`src/rtl/kim_ifetch_p.sv`:
```
// Instruction fetch stage: next-PC sequencing, in-order imem request/response buffering,
// IF/ID presentation under ID stall, and redirect flushing. Optional: KIM_IFETCH_MISALIGN_TRAP_EN.
module kim_ifetch_p #(
    parameter int                       PC_ADDR_WIDTH = 32,
    parameter int                       INSTR_WIDTH   = 32,
    parameter logic [PC_ADDR_WIDTH-1:0] RESET_PC      = '0,
    parameter int                       BUF_DEPTH     = 2
) (
    input  logic                     clk,
    input  logic                     rst,
    input  logic                     redirect_valid,
    input  logic [PC_ADDR_WIDTH-1:0] redirect_pc,
    input  logic                     id_stall,
    output logic                     imem_req_valid,
    output logic [PC_ADDR_WIDTH-1:0] imem_req_addr,
    input  logic                     imem_req_ready,
    input  logic                     imem_rsp_valid,
    input  logic [INSTR_WIDTH-1:0]   imem_rsp_data,
    output logic                     if_valid,
    output logic [INSTR_WIDTH-1:0]   if_instr,
    output logic [PC_ADDR_WIDTH-1:0] if_pc,
    output logic                     if_exc
);
    localparam int PTR_W = (BUF_DEPTH > 1) ? $clog2(BUF_DEPTH) : 1;
    localparam int CNT_W = PTR_W + 1;
    localparam logic [CNT_W-1:0] DEPTH_C = CNT_W'(BUF_DEPTH);

    typedef enum logic [1:0] {
        ST_FETCH = 2'd0,
`ifdef KIM_IFETCH_MISALIGN_TRAP_EN
        ST_TRAP  = 2'd2,
`endif
        ST_FLUSH = 2'd1
    } state_t;

    state_t state_reg, state_next;
    logic [PC_ADDR_WIDTH-1:0] pc_reg, pc_next;
    logic [PTR_W-1:0] head_reg, head_next;
    logic [PTR_W-1:0] fill_reg, fill_next;
    logic [PTR_W-1:0] tail_reg, tail_next;
    // alloc counts entries issued and not yet popped; out counts those still awaiting data
    logic [CNT_W-1:0] alloc_cnt_reg, alloc_cnt_next;
    logic [CNT_W-1:0] out_cnt_reg, out_cnt_next;
    logic [CNT_W-1:0] drop_cnt_reg, drop_cnt_next;
    logic [CNT_W-1:0] drop_base;

    logic [PC_ADDR_WIDTH-1:0] pc_mem    [BUF_DEPTH];
    logic [INSTR_WIDTH-1:0]   instr_mem [BUF_DEPTH];

    logic issue;
    logic fill_en;
    logic buf_valid;
    logic trap_valid;
    logic pop;

`ifdef KIM_IFETCH_MISALIGN_TRAP_EN
    logic                     trap_pend_reg, trap_pend_next;
    logic                     trap_beat_reg, trap_beat_next;
    logic [PC_ADDR_WIDTH-1:0] trap_pc_reg, trap_pc_next;
    logic                     misaligned;

    assign misaligned = (redirect_pc[1:0] != 2'b00);
    assign trap_valid = (state_reg == ST_TRAP) && trap_beat_reg;
`else
    assign trap_valid = 1'b0;
`endif

    assign imem_req_valid = !rst && (state_reg == ST_FETCH) && !redirect_valid
                            && (alloc_cnt_reg < DEPTH_C);
    assign imem_req_addr  = rst ? '0 : pc_reg;
    assign issue          = imem_req_valid && imem_req_ready;
    assign fill_en        = !rst && imem_rsp_valid && (state_reg == ST_FETCH) && !redirect_valid;

    // Responses are in order, so the head is filled whenever any entry holds data
    assign buf_valid = (state_reg == ST_FETCH) && (alloc_cnt_reg != out_cnt_reg);
    assign if_valid  = !rst && !redirect_valid && (buf_valid || trap_valid);
    assign pop       = if_valid && !id_stall;

    always_comb begin
        if_pc    = '0;
        if_instr = '0;
        if_exc   = 1'b0;
        if (if_valid && buf_valid) begin
            if_pc    = pc_mem[head_reg];
            if_instr = instr_mem[head_reg];
        end
`ifdef KIM_IFETCH_MISALIGN_TRAP_EN
        if (if_valid && trap_valid) begin
            if_pc  = trap_pc_reg;
            if_exc = 1'b1;
        end
`endif
    end

    always_comb begin
        state_next     = state_reg;
        pc_next        = pc_reg;
        head_next      = head_reg;
        fill_next      = fill_reg;
        tail_next      = tail_reg;
        alloc_cnt_next = alloc_cnt_reg;
        out_cnt_next   = out_cnt_reg;
        drop_cnt_next  = drop_cnt_reg;
`ifdef KIM_IFETCH_MISALIGN_TRAP_EN
        trap_pend_next = trap_pend_reg;
        trap_beat_next = trap_beat_reg;
        trap_pc_next   = trap_pc_reg;
`endif
        // Only one of drop/out is non-zero: FETCH has no drops, FLUSH/TRAP hold no live entries
        drop_base = drop_cnt_reg + out_cnt_reg;

        if (redirect_valid) begin
            pc_next        = redirect_pc & ~PC_ADDR_WIDTH'(3);
            head_next      = '0;
            fill_next      = '0;
            tail_next      = '0;
            alloc_cnt_next = '0;
            out_cnt_next   = '0;
            drop_cnt_next  = (imem_rsp_valid && drop_base != '0) ? drop_base - CNT_W'(1) : drop_base;
`ifdef KIM_IFETCH_MISALIGN_TRAP_EN
            trap_pend_next = misaligned;
            trap_beat_next = misaligned;
            trap_pc_next   = redirect_pc;
`endif
            if (drop_cnt_next != '0) begin
                state_next = ST_FLUSH;
            end
`ifdef KIM_IFETCH_MISALIGN_TRAP_EN
            else if (misaligned) begin
                state_next = ST_TRAP;
            end
`endif
            else begin
                state_next = ST_FETCH;
            end
        end else begin
            case (state_reg)
                ST_FETCH: begin
                    if (issue) begin
                        pc_next = pc_reg + PC_ADDR_WIDTH'(4);
                    end
                    tail_next      = tail_reg + PTR_W'(issue);
                    fill_next      = fill_reg + PTR_W'(fill_en);
                    head_next      = head_reg + PTR_W'(pop);
                    out_cnt_next   = out_cnt_reg + CNT_W'(issue) - CNT_W'(fill_en);
                    alloc_cnt_next = alloc_cnt_reg + CNT_W'(issue) - CNT_W'(pop);
                end
                ST_FLUSH: begin
                    if (imem_rsp_valid) begin
                        drop_cnt_next = drop_cnt_reg - CNT_W'(1);
                        if (drop_cnt_reg == CNT_W'(1)) begin
`ifdef KIM_IFETCH_MISALIGN_TRAP_EN
                            state_next = trap_pend_reg ? ST_TRAP : ST_FETCH;
`else
                            state_next = ST_FETCH;
`endif
                        end
                    end
                end
`ifdef KIM_IFETCH_MISALIGN_TRAP_EN
                ST_TRAP: begin
                    if (pop) begin
                        trap_beat_next = 1'b0;
                    end
                end
`endif
                default: state_next = ST_FETCH;
            endcase
        end
    end

    always_ff @(posedge clk) begin
        if (rst) begin
            state_reg     <= ST_FETCH;
            pc_reg        <= RESET_PC;
            head_reg      <= '0;
            fill_reg      <= '0;
            tail_reg      <= '0;
            alloc_cnt_reg <= '0;
            out_cnt_reg   <= '0;
            drop_cnt_reg  <= '0;
`ifdef KIM_IFETCH_MISALIGN_TRAP_EN
            trap_pend_reg <= 1'b0;
            trap_beat_reg <= 1'b0;
            trap_pc_reg   <= '0;
`endif
        end else begin
            state_reg     <= state_next;
            pc_reg        <= pc_next;
            head_reg      <= head_next;
            fill_reg      <= fill_next;
            tail_reg      <= tail_next;
            alloc_cnt_reg <= alloc_cnt_next;
            out_cnt_reg   <= out_cnt_next;
            drop_cnt_reg  <= drop_cnt_next;
`ifdef KIM_IFETCH_MISALIGN_TRAP_EN
            trap_pend_reg <= trap_pend_next;
            trap_beat_reg <= trap_beat_next;
            trap_pc_reg   <= trap_pc_next;
`endif
        end
    end

    // Entry storage needs no reset: validity is tracked entirely by the counters
    always_ff @(posedge clk) begin
        if (issue) begin
            pc_mem[tail_reg] <= pc_reg;
        end
        if (fill_en) begin
            instr_mem[fill_reg] <= imem_rsp_data;
        end
    end

endmodule

```
`config.mk`:
```
export PLATFORM = sky130hd
export DESIGN_NAME = kim_ifetch_p
export DESIGN_NICKNAME = d
export VERILOG_FILES = /design/src/rtl/kim_ifetch_p.sv
export SDC_FILE = /design/constraint.sdc
export NUM_CORES = 1
export LEC_CHECK = 0
export CAP_MARGIN = 10
export CORE_MARGIN = 3
export CORE_UTILIZATION = 45
export CTS_BUF_LIST = sky130_fd_sc_hd__clkbuf_4
export CTS_CLUSTER_DIAMETER = 80
export CTS_CLUSTER_SIZE = 28
export DETAILED_ROUTE_END_ITERATION = 8
export PLACE_DENSITY = 0.84
export SLEW_MARGIN = 20
export SYNTH_ARGS = -nofsm -noshare
export SYNTH_HDL_FRONTEND = slang
export SYNTH_SLANG_ARGS = --single-unit
export TNS_END_PERCENT = 30
```
`constraint.sdc`:
```
create_clock -name clk -period 2.9 [get_ports clk]
set_input_delay 0.58 -clock clk [delete_from_list [all_inputs] [get_ports clk]]
set_output_delay 0.58 -clock clk [all_outputs]
set_load 0.02 [all_outputs]
```
## Word-level counts from Yosys, hierarchy flattened

Memory sizes are Yosys's and may differ from the RTL's. A register that Yosys moved wholly into a read port is not among the register bits.
Cells that the tools add are included.

- Register bits after elaboration: 43
- Latch bits: 0
- RAM bits: 128
- ROM bits: 0
- Bits of input ports: 70
- Output and inout bits: 99
- Logic and storage cells: 80
- Memories kept: 2

Memories:

| name | depth | width | rd ports | clocked after memory_dff | wr ports | line | text |
|---|---|---|---|---|---|---|---|
| instr_mem | 2 | 32 | 1 | 1 | 1 | 48 | `logic [INSTR_WIDTH-1:0] instr_mem [BUF_DEPTH];` |
| pc_mem | 2 | 32 | 1 | 1 | 1 | 47 | `logic [PC_ADDR_WIDTH-1:0] pc_mem [BUF_DEPTH];` |

- Add/subtract/negate cells: 11
- $mul: 0
- Divide/modulo/power cells: 0
- Order comparisons: 1
- Eq/ne operators: 6
- Shift-type cells: 0
- Multiplexer cells: 23
- Bitwise gates (word level): 0
- Reductions and logical operators: 28

Operators with widths:

| cell | count |
|---|---|
| 2-to-1 mux 32 bit | 6 |
| adder 32 x 3 -> 32 bit, second input constant | 1 |
| 2-to-1 mux 2 bit | 7 |
| logical AND 1 bit | 13 |
| nonzero test 2 bit | 6 |
| 2-to-1 mux 1 bit | 9 |
| inequality test 3 bit, second input constant | 2 |
| AND reduction 2 bit | 3 |
| adder 2 x 1 -> 2 bit | 2 |
| == test 2 x 1 -> 1 bit, second input constant | 2 |
| case mux 2 bit (2 select lines) | 1 |
| subtractor 2 x 1 -> 2 bit | 2 |
| subtractor 2 x 1 -> 2 bit, second input constant | 2 |
| adder 1 bit | 3 |
| logical NOT 1 bit | 3 |
| AND reduction 3 bit | 1 |
| adder 2 bit | 1 |
| logical NOT 2 bit | 1 |
| less-than comparator 2 bit, second input constant | 1 |
| inequality test 2 bit | 1 |
| inequality test 2 bit, second input constant | 1 |
| OR reduction 2 bit | 1 |

## Longest topological paths before layout

Gate-level depths: netlist (run 1).

- Word-level depth: 8
- Depth in mapped cells: 11
- Gate-level depth less buffers: 9

## Worst setup path before layout (run 1)

Ideal clock, no wire load.

- Kind: in2reg
- Start point: input port rst
- End point: memory pc_mem[1][10] (enable)
- Setup time: 0.417 ns
- Arrival: 2.787 ns
- Slack: -0.304 ns
- Stages: 5
- Buffers on the path: 2
- Cells stage by stage: buf_2 -> nor4_4 -> nand2_1 -> buf_2 -> nor2_1

- Word-level cells in the longest chain between the ends: 7

RTL lines:

| element | line | text |
|---|---|---|
| start: declaration | 10 | `input logic rst,` |
| logical NOT 1 bit | 68 | `assign imem_req_valid = !rst && (state_reg == ST_FETCH) && !redirect_valid` |
| logical AND 1 bit (2 in series) | 68 |  |
| logical AND 1 bit | 69 | `&& (alloc_cnt_reg < DEPTH_C);` |
| named net imem_req_valid | 14 | `output logic imem_req_valid,` |
| logical AND 1 bit | 71 | `assign issue = imem_req_valid && imem_req_ready;` |
| 2-to-1 mux 1 bit | 206 | `if (issue) begin` |
| 2-to-1 mux 1 bit (not written as such) | 207 | `pc_mem[tail_reg] <= pc_reg;` |
| end: declaration | 47 |  |

The timed path passes the listed nets, and every way through them passes these cells.

## Final worst setup path (run 1)

- Start point: input port redirect_valid
- End point: output port if_instr[18]

- Word-level cells in the longest chain between the ends: 5

RTL lines:

| element | line | text |
|---|---|---|
| start: declaration | 11 | `input logic redirect_valid,` |
| logical NOT 1 bit | 76 | `assign if_valid = !rst && !redirect_valid && (buf_valid \|\| trap_valid);` |
| logical AND 1 bit (2 in series) | 76 |  |
| logical AND 1 bit | 83 | `if (if_valid && buf_valid) begin` |
| 2-to-1 mux 32 bit | 83 |  |
| end: declaration | 20 | `output logic [INSTR_WIDTH-1:0] if_instr,` |

No other way between the ends.

==> summary.md, run 1 <==
| Metric | Value |
|---|---|
| Sw Ratio | between 20% and 30% |
| Top Ports | between 150 and 200 |
| Clock-pin slew on the worst setup and hold paths | 0.13 ns |
| CP max stage delay | ~0.43 ns |
| Worst-Margin Slew | roughly 0.54 ns |
| Kind of critical path | in2out |
| Largest register FFs | 64 |
| Worst setup SP type | input port |
| Yosys Warn Count | 0 |
| Initial core utilization | 46.2% |
| CTS tree | yes |
| CP cell instances | clkdlybuf4s50_1 -> nor3_1 -> buf_4 -> o21ai_4 -> buf_12 -> nor2_1 -> dlygate4sd2_1 |
| Seq/Total Area, Yosys | between 60% and 70% |
| CTS Buf Count | 17 |
| Final number of max-transition violations | 0 |
| Final hold violations | 0 |
| Routed vias/inst | about 5.3 |
| Cell taking the most area after synthesis | edfxtp_1 |
| GR Util All Layers | 19.4% |
| Hpwl dp | around 12,000 um |
| Status | finished, final reports clean |
| Combinational share of power | around 12% |
| Vias in the first global route | about 5,200 |
| Syn-to-layout area delta | 31.3% |
| Pwr Density | ~500 nW/um2 |
| FF+latch count, synth | between 150 and 200 |
| Achievable Freq | 0.366 GHz |
| Die area | ~18,000 um2 |
| Final period util | a little over nine tenths |
| Clock power frac | 32.1% |
| Synthesized area | 7360 um2 |
| Post CTS Setup Buffer Count | 0 |
| RSZ-0062 raised after global routing | false |
| Sequential share of power | approximately 56% |
| Remaining global-route overflow | 0 |
| Antenna-violating nets left | 0 |
| Die H | 134 um |
| Rel. slew slack | a little over three fifths |
| CP max stage cell | clkdlybuf4s50_1 |
| Avg Cell Area, Syn | 12.1 um2 |
| Leak pwr | around 3.6 nW |
| Crit path DAT | about 2.2 ns |
| Post-synth top flop | edfxtp_1 |
| Reg2Reg Depth | 10 |
| Layout Nets | ~860 |
| CP Capture Type | output pin |
| Switching pwr | 1.23 mW |
| Maximum buffer depth of the clock tree | 2 |
| Clock latency at the later pin of the worst-skew pair | approximately 0.53 ns |
| # port buffers | 161 |
| Fillers | roughly 1,300 |
| Core area | approximately 16,000 um2 |
| Worst Hold Class | reg2reg |
| Initial antenna violation count | 0 |
| H-Tree Depth | 4 |
| Post-Syn Instances | 609 |
| Max rail drop VDD | roughly 0.27 mV |
| Post-synth cell types | 54 |
| Fin Clk Skew | between 0.02 and 0.025 ns |
| Commonest cells in the netlist | edfxtp_1 (124), nor2_1 (102), mux2i_1 (67) |
| Internal power | around 3.6 mW |
| Post-synth top area share | 50.6% |
| Routed len/inst | 17.5 um |
| Hold Path Cell Cnt | 2 |
| Final worst slack | 0.171 ns |
| Min cycle time layout | roughly 2.7 ns |
| Drc violations | 0 |
| Most frequent cell after synthesis | edfxtp_1 |
| Worst EP required | roughly 2.3 ns |
| Root Driver | clkbuf_4 |
| First-pass GRT wire length | about 27,000 um |
| Sink Count | 165 |
| Die width | 134 um |
| Pin count of the biggest net entering global routing | 64 |
| Total Wirelength | between 15,000 and 20,000 um |
| Cells taking the most area after synthesis | edfxtp_1 (51%), dfxtp_1 (11%), mux2i_1 (9.1%) |
| Post-synth EDFFs | between 100 and 150 |
| Max cap viols | 0 |
| Via count | 5,304 |
| Post-Place Setup Slack | -0.113 ns |
| DRT iter0 DRCs | 478 |
| Hold_ws | approximately 0.51 ns |
| Fraction of layout cells with a size suffix above 1 | approximately a tenth |
| Site Rows | between 40 and 50 |
| Async SR Flop Fraction | 0% |
| DRT Pass-1 Iters | 5 |
| CP Max Fanout | 27 |
| GPL Wtd Cong | around 0.85 |
| # setup viols final | 0 |
==> placed cells by master (no fill, tap or decap), types with 3 or more instances in the layout <==
cell,Yosys,layout
a211oi_1,11,11
a21oi_1,21,21
and2_1,4,4
and3_1,8,8
buf_12,0,8
buf_4,6,18
bufinv_16,0,4
clkbuf_4,0,17
clkdlybuf4s50_1,0,96
conb_1,1,5
dfxtp_1,41,39
dlygate4sd2_1,0,61
edfxtp_1,124,124
ha_1,9,9
inv_1,13,13
inv_6,0,7
mux2i_1,67,67
nand2_1,30,30
nand3_1,12,12
nand4_1,12,12
nor2_1,102,101
nor2b_1,28,28
nor3_1,4,4
nor4_1,3,3
o21ai_0,6,6
o22ai_1,4,4
or2_2,3,3
or3_1,3,3
xnor2_1,18,18
xor2_1,14,12
==> area by class of cell <==
| cell class | count | area [um2] | share of cell area [%] |
|---|---|---|---|
| sequential | 165 | 4550 | 47.1 |
| multi-input combinational | 397 | 2630 | 27.2 |
| timing repair buffer | 186 | 1820 | 18.8 |
| tap | 216 | 270 | 2.80 |
| clock inverter | 15 | 216 | 2.24 |
| clock buffer | 17 | 128 | 1.32 |
| inverter | 13 | 48.8 | 0.505 |
| antenna | 1 | 2.50 | 0.0259 |
==> per-stage QoR <==
step	setup TNS, ns	cells	instance area [um2]	utilization (%)	total power [mW]
after floorplan	0	613	7380	-	3.06
after global placement	-0.0423	977	9380	58.8	3.33
after detailed placement	-2.84	977	9380	58.8	3.35
after CTS	0	1009	9660	60.6	4.87
after global routing	0	1009	9670	60.6	5.04
final	0	1010	9670	60.6	4.84
==> kinds of logic after synthesis <==
family / Yosys count / share of synthesized area (%)
AND/OR/NAND/NOR: 226 / 15.6
flip-flops: 165 / 61.7
multiplexers: 68 / 9.26
AO/OA/AOI/OAI: 57 / 4.86
buffers and inverters: 51 / 3.14
XOR/XNOR: 32 / 3.81
adder cells (fa/ha/maj): 9 / 1.53
other: 1 / 0.0509
==> path summary, 6_finish.rpt <==
kind                                     start  slack, ns                to
worst max-delay path            redirect_valid       0.17      if_instr[18]
worst min-delay path                  tail_reg       0.51          tail_reg
worst max register to register  out_cnt_reg[0]       0.66  alloc_cnt_reg[1]
worst min register to register        tail_reg       0.51          tail_reg
==> power groups by stage <==
stage               Clock, mW  Sequential (mW)  Combinational [mW]
finish                   1.55             2.69               0.594
floorplan                   0             2.72               0.345
detailed placement          0             2.74               0.607
global placement            0             2.74               0.590
CTS                      1.59             2.69               0.597
global route             1.69             2.70               0.643
==> worst max-delay path, delay by kind of cell <==
family                 cells  cell delay (ns)
and+or+nand+nor            2             0.30
buffers and inverters      4             1.16
AOI/OAI and AO/OA          1             0.10
==> timing repair <==
item	CTS	global route
endpoints found under the setup margin	62	2
endpoints found under the hold margin	0	0
hold buffers	0	0
gates resized for setup	64	2
==> routing by layer <==
metal	vias to the layer above	GRT usage, %	share of wire, %	routed length (um)
met5	-	0	0	0
met4	0	8.00	3.4	607
met2	159	34.0	52	9080
met1	2571	24.0	41	7170
met3	40	2.96	4.4	772
li1	2534	-	-	-
Power figures use the tool's default switching activity.
==> inputs of run 2 (changes only) <==
--- a/config.mk
+++ b/config.mk
@@ -8,11 +8,11 @@
 export CAP_MARGIN = 10
 export CORE_MARGIN = 3
 export CORE_UTILIZATION = 45
-export CTS_BUF_LIST = sky130_fd_sc_hd__clkbuf_4
 export CTS_CLUSTER_DIAMETER = 80
 export CTS_CLUSTER_SIZE = 28
 export DETAILED_ROUTE_END_ITERATION = 8
 export PLACE_DENSITY = 0.84
+export SKIP_CTS_REPAIR_TIMING = 1
 export SLEW_MARGIN = 20
 export SYNTH_ARGS = -nofsm -noshare
 export SYNTH_HDL_FRONTEND = slang
==> summary.md, run 2 (same netlist as run 1, synthesis figures left out) <==
| Metric | Value |
|---|---|
| GPL Wtd Cong | 0.853 (unchanged) |
| Final worst slack | 0.0734 ns (-0.0977 ns) |
| Top Ports | 169 (unchanged) |
| Initial antenna violation count | 0 (unchanged) |
| CTS tree | yes |
| Pwr Density | 563 nW/um2 (+12%) |
| Max cap viols | 0 (unchanged) |
| Final period util | 97.5% (+3.4 points) |
| Crit path from | redirect_valid |
| Final hold violations | 0 (unchanged) |
| Pin count of the biggest net entering global routing | 64 (unchanged) |
| Status | finished, final reports clean |
| Core area | 15,900 um2 (unchanged) |
| Maximum buffer depth of the clock tree | 2 (unchanged) |
| Via count | 5,331 (+0.51%) |
| Fin Clk Skew | 0.00776 ns (-0.0135 ns) |
| Min cycle time layout | 2.83 ns (+0.0977 ns) |
| Critical Path End | imem_req_valid |
| Fraction of layout cells with a size suffix above 1 | 9.58% (-0.38 points) |
| Hpwl dp | 12,300 um (unchanged) |
| Die H | 134 um (unchanged) |
| Placed Instances | 977 (unchanged) |
| CP Max Fanout | 24 (-11%) |
| First-pass GRT wire length | 28,000 um (+2.3%) |
| Rel. slew slack | 64.1% (+0.85 points) |
| Clock-pin slew on the worst setup and hold paths | 0.06 ns (-0.07 ns) |
| R2r setup slk | 0.54 ns (-0.12 ns) |
| Leak pwr | 4.51 nW (+27%) |
| Util after Layout | 63.8% (+3.2 points) |
| Achievable Freq | 0.354 GHz (-3.5%) |
| Site Rows | 46 (unchanged) |
| Routed len/inst | 18.1 um (+3.8%) |
| Worst reg2reg endpoint | alloc_cnt_reg[1] |
| Final std cells w/o fill | 1,009 (-0.099%) |
| Largest register FFs | 64 (unchanged) |
| Crit path DAT | 2.25 ns (+0.10 ns) |
| Vias in the first global route | 5,238 (+0.31%) |
| Initial core utilization | 46.2% (unchanged) |
| Post-Place Setup Slack | -0.113 ns (unchanged) |
| Worst EP required | 2.32 ns (about the same) |
| CTS Buf Count | 17 (unchanged) |
| R2r startpoint | alloc_cnt_reg[1] |
| Routed vias/inst | 5.28 (+0.61%) |
| Antenna-violating nets left | 0 (unchanged) |
| GR Util All Layers | 20.1% (+0.73 points) |
| Worst-Margin Slew | 0.536 ns (-0.00743 ns) |
| Drc violations | 0 (unchanged) |
| # port buffers | 161 (unchanged) |
| Most common cell after layout, fill and taps aside | edfxtp_1 |
| Root Driver | clkbuf_16 |
| ANT cells | 0 (-1) |
| Finished Cell Area | 10,200 um2 (+5.2%) |
| Worst Hold Class | reg2reg |
| Kind of critical path | in2out |
| Layout Nets | 859 (unchanged) |
| Remaining global-route overflow | 0 (unchanged) |
| CP Capture Type | output pin |
| Final number of max-transition violations | 0 (unchanged) |
| Reg2Reg Depth | 9 (-1) |
| Sink Count | 165 (unchanged) |
| Hold_ws | 0.489 ns (-0.0195 ns) |
| # setup viols final | 0 (unchanged) |
| DRT Pass-1 Iters | 5 (unchanged) |
| H-Tree Depth | 4 (unchanged) |
| Total Wirelength | 18,300 um (+3.7%) |
| Commonest cells after routing, fill and taps aside | edfxtp_1 (124), nor2_1 (101), clkdlybuf4s50_1 (97), mux2i_1 (67), dlymetal6s2s_1 (62) |
| Placed cell area | 9380 um2 (unchanged) |
| Worst setup SP type | input port |
| Die width | 134 um (unchanged) |
| Syn-to-layout area delta | 38.1% |
| Max rail drop VDD | 0.441 mV (+61%) |
| DRT iter0 DRCs | 434 (-9.2%) |
| RSZ-0062 raised after global routing | true |
| Clock latency at the later pin of the worst-skew pair | 0.42 ns (-0.11 ns) |
| Die area | 17,900 um2 (unchanged) |
-- run 2: cell types whose count changed in the layout (fill, tap and decap cells not counted), sizes merged --
cell,change
clkdlybuf4s50,+1
dlymetal6s2s,+60
diode,-1
dlygate4sd2,-61
-- run 2: worst min-delay path by stage --
stage                     slack [ns]  depth (start not counted)      endpoint  startpoint
after floorplan                 0.42                          0  pc_mem[0][4]   pc_reg[4]
after global placement          0.47                          2      tail_reg    tail_reg
after detailed placement        0.48                          2      tail_reg    tail_reg
after CTS                       0.50                          2      tail_reg    tail_reg
after global routing            0.55                          2      register    head_reg
final                           0.49                          2      tail_reg    tail_reg
-- run 2: area by class of cell --
class | instances | area (um2)
fillers | 1169 | 5770
flip-flops and latches | 165 | 4550
multi-input cells | 397 | 2620
repair buffers | 186 | 2050
clock buffers | 17 | 425
well taps | 216 | 270
clock inverters | 15 | 216
inverters | 13 | 48.8
-- run 2: layer usage --
| metal | GRT usage (%) | wire [um] | vias up |
|---|---|---|---|
| li1 | - | - | 2533 |
| met1 | 24.2 | 7270 | 2568 |
| met2 | 35.0 | 9510 | 192 |
| met3 | 4.16 | 865 | 38 |
| met4 | 8.74 | 644 | 0 |
| met5 | 0 | 0 | - |
-- run 2: critical path, stage by stage --
cell and delay (ns):
clkdlybuf4s50_1 0.42, buf_4 0.24, nor4_4 0.22, buf_4 0.18, clkdlybuf4s50_1 0.59
-- run 2: report_power, final --
group / total [mW] / internal, mW / switching (mW)
Combinational: 0.605 / 0.294 / 0.311
Clock: 2.42 / 1.47 / 0.955
Sequential: 2.70 / 2.62 / 0.0746
-- run 2: through the flow --
stage / TNS [ns] / power, mW
3_3_place_gp: -0.0423 / 3.33
5_1_grt: -0.0272 / 5.93
2_1_floorplan: 0 / 3.06
3_5_place_dp: -2.84 / 3.35
4_1_cts: -3.08 / 5.76
6_report: 0 / 5.72
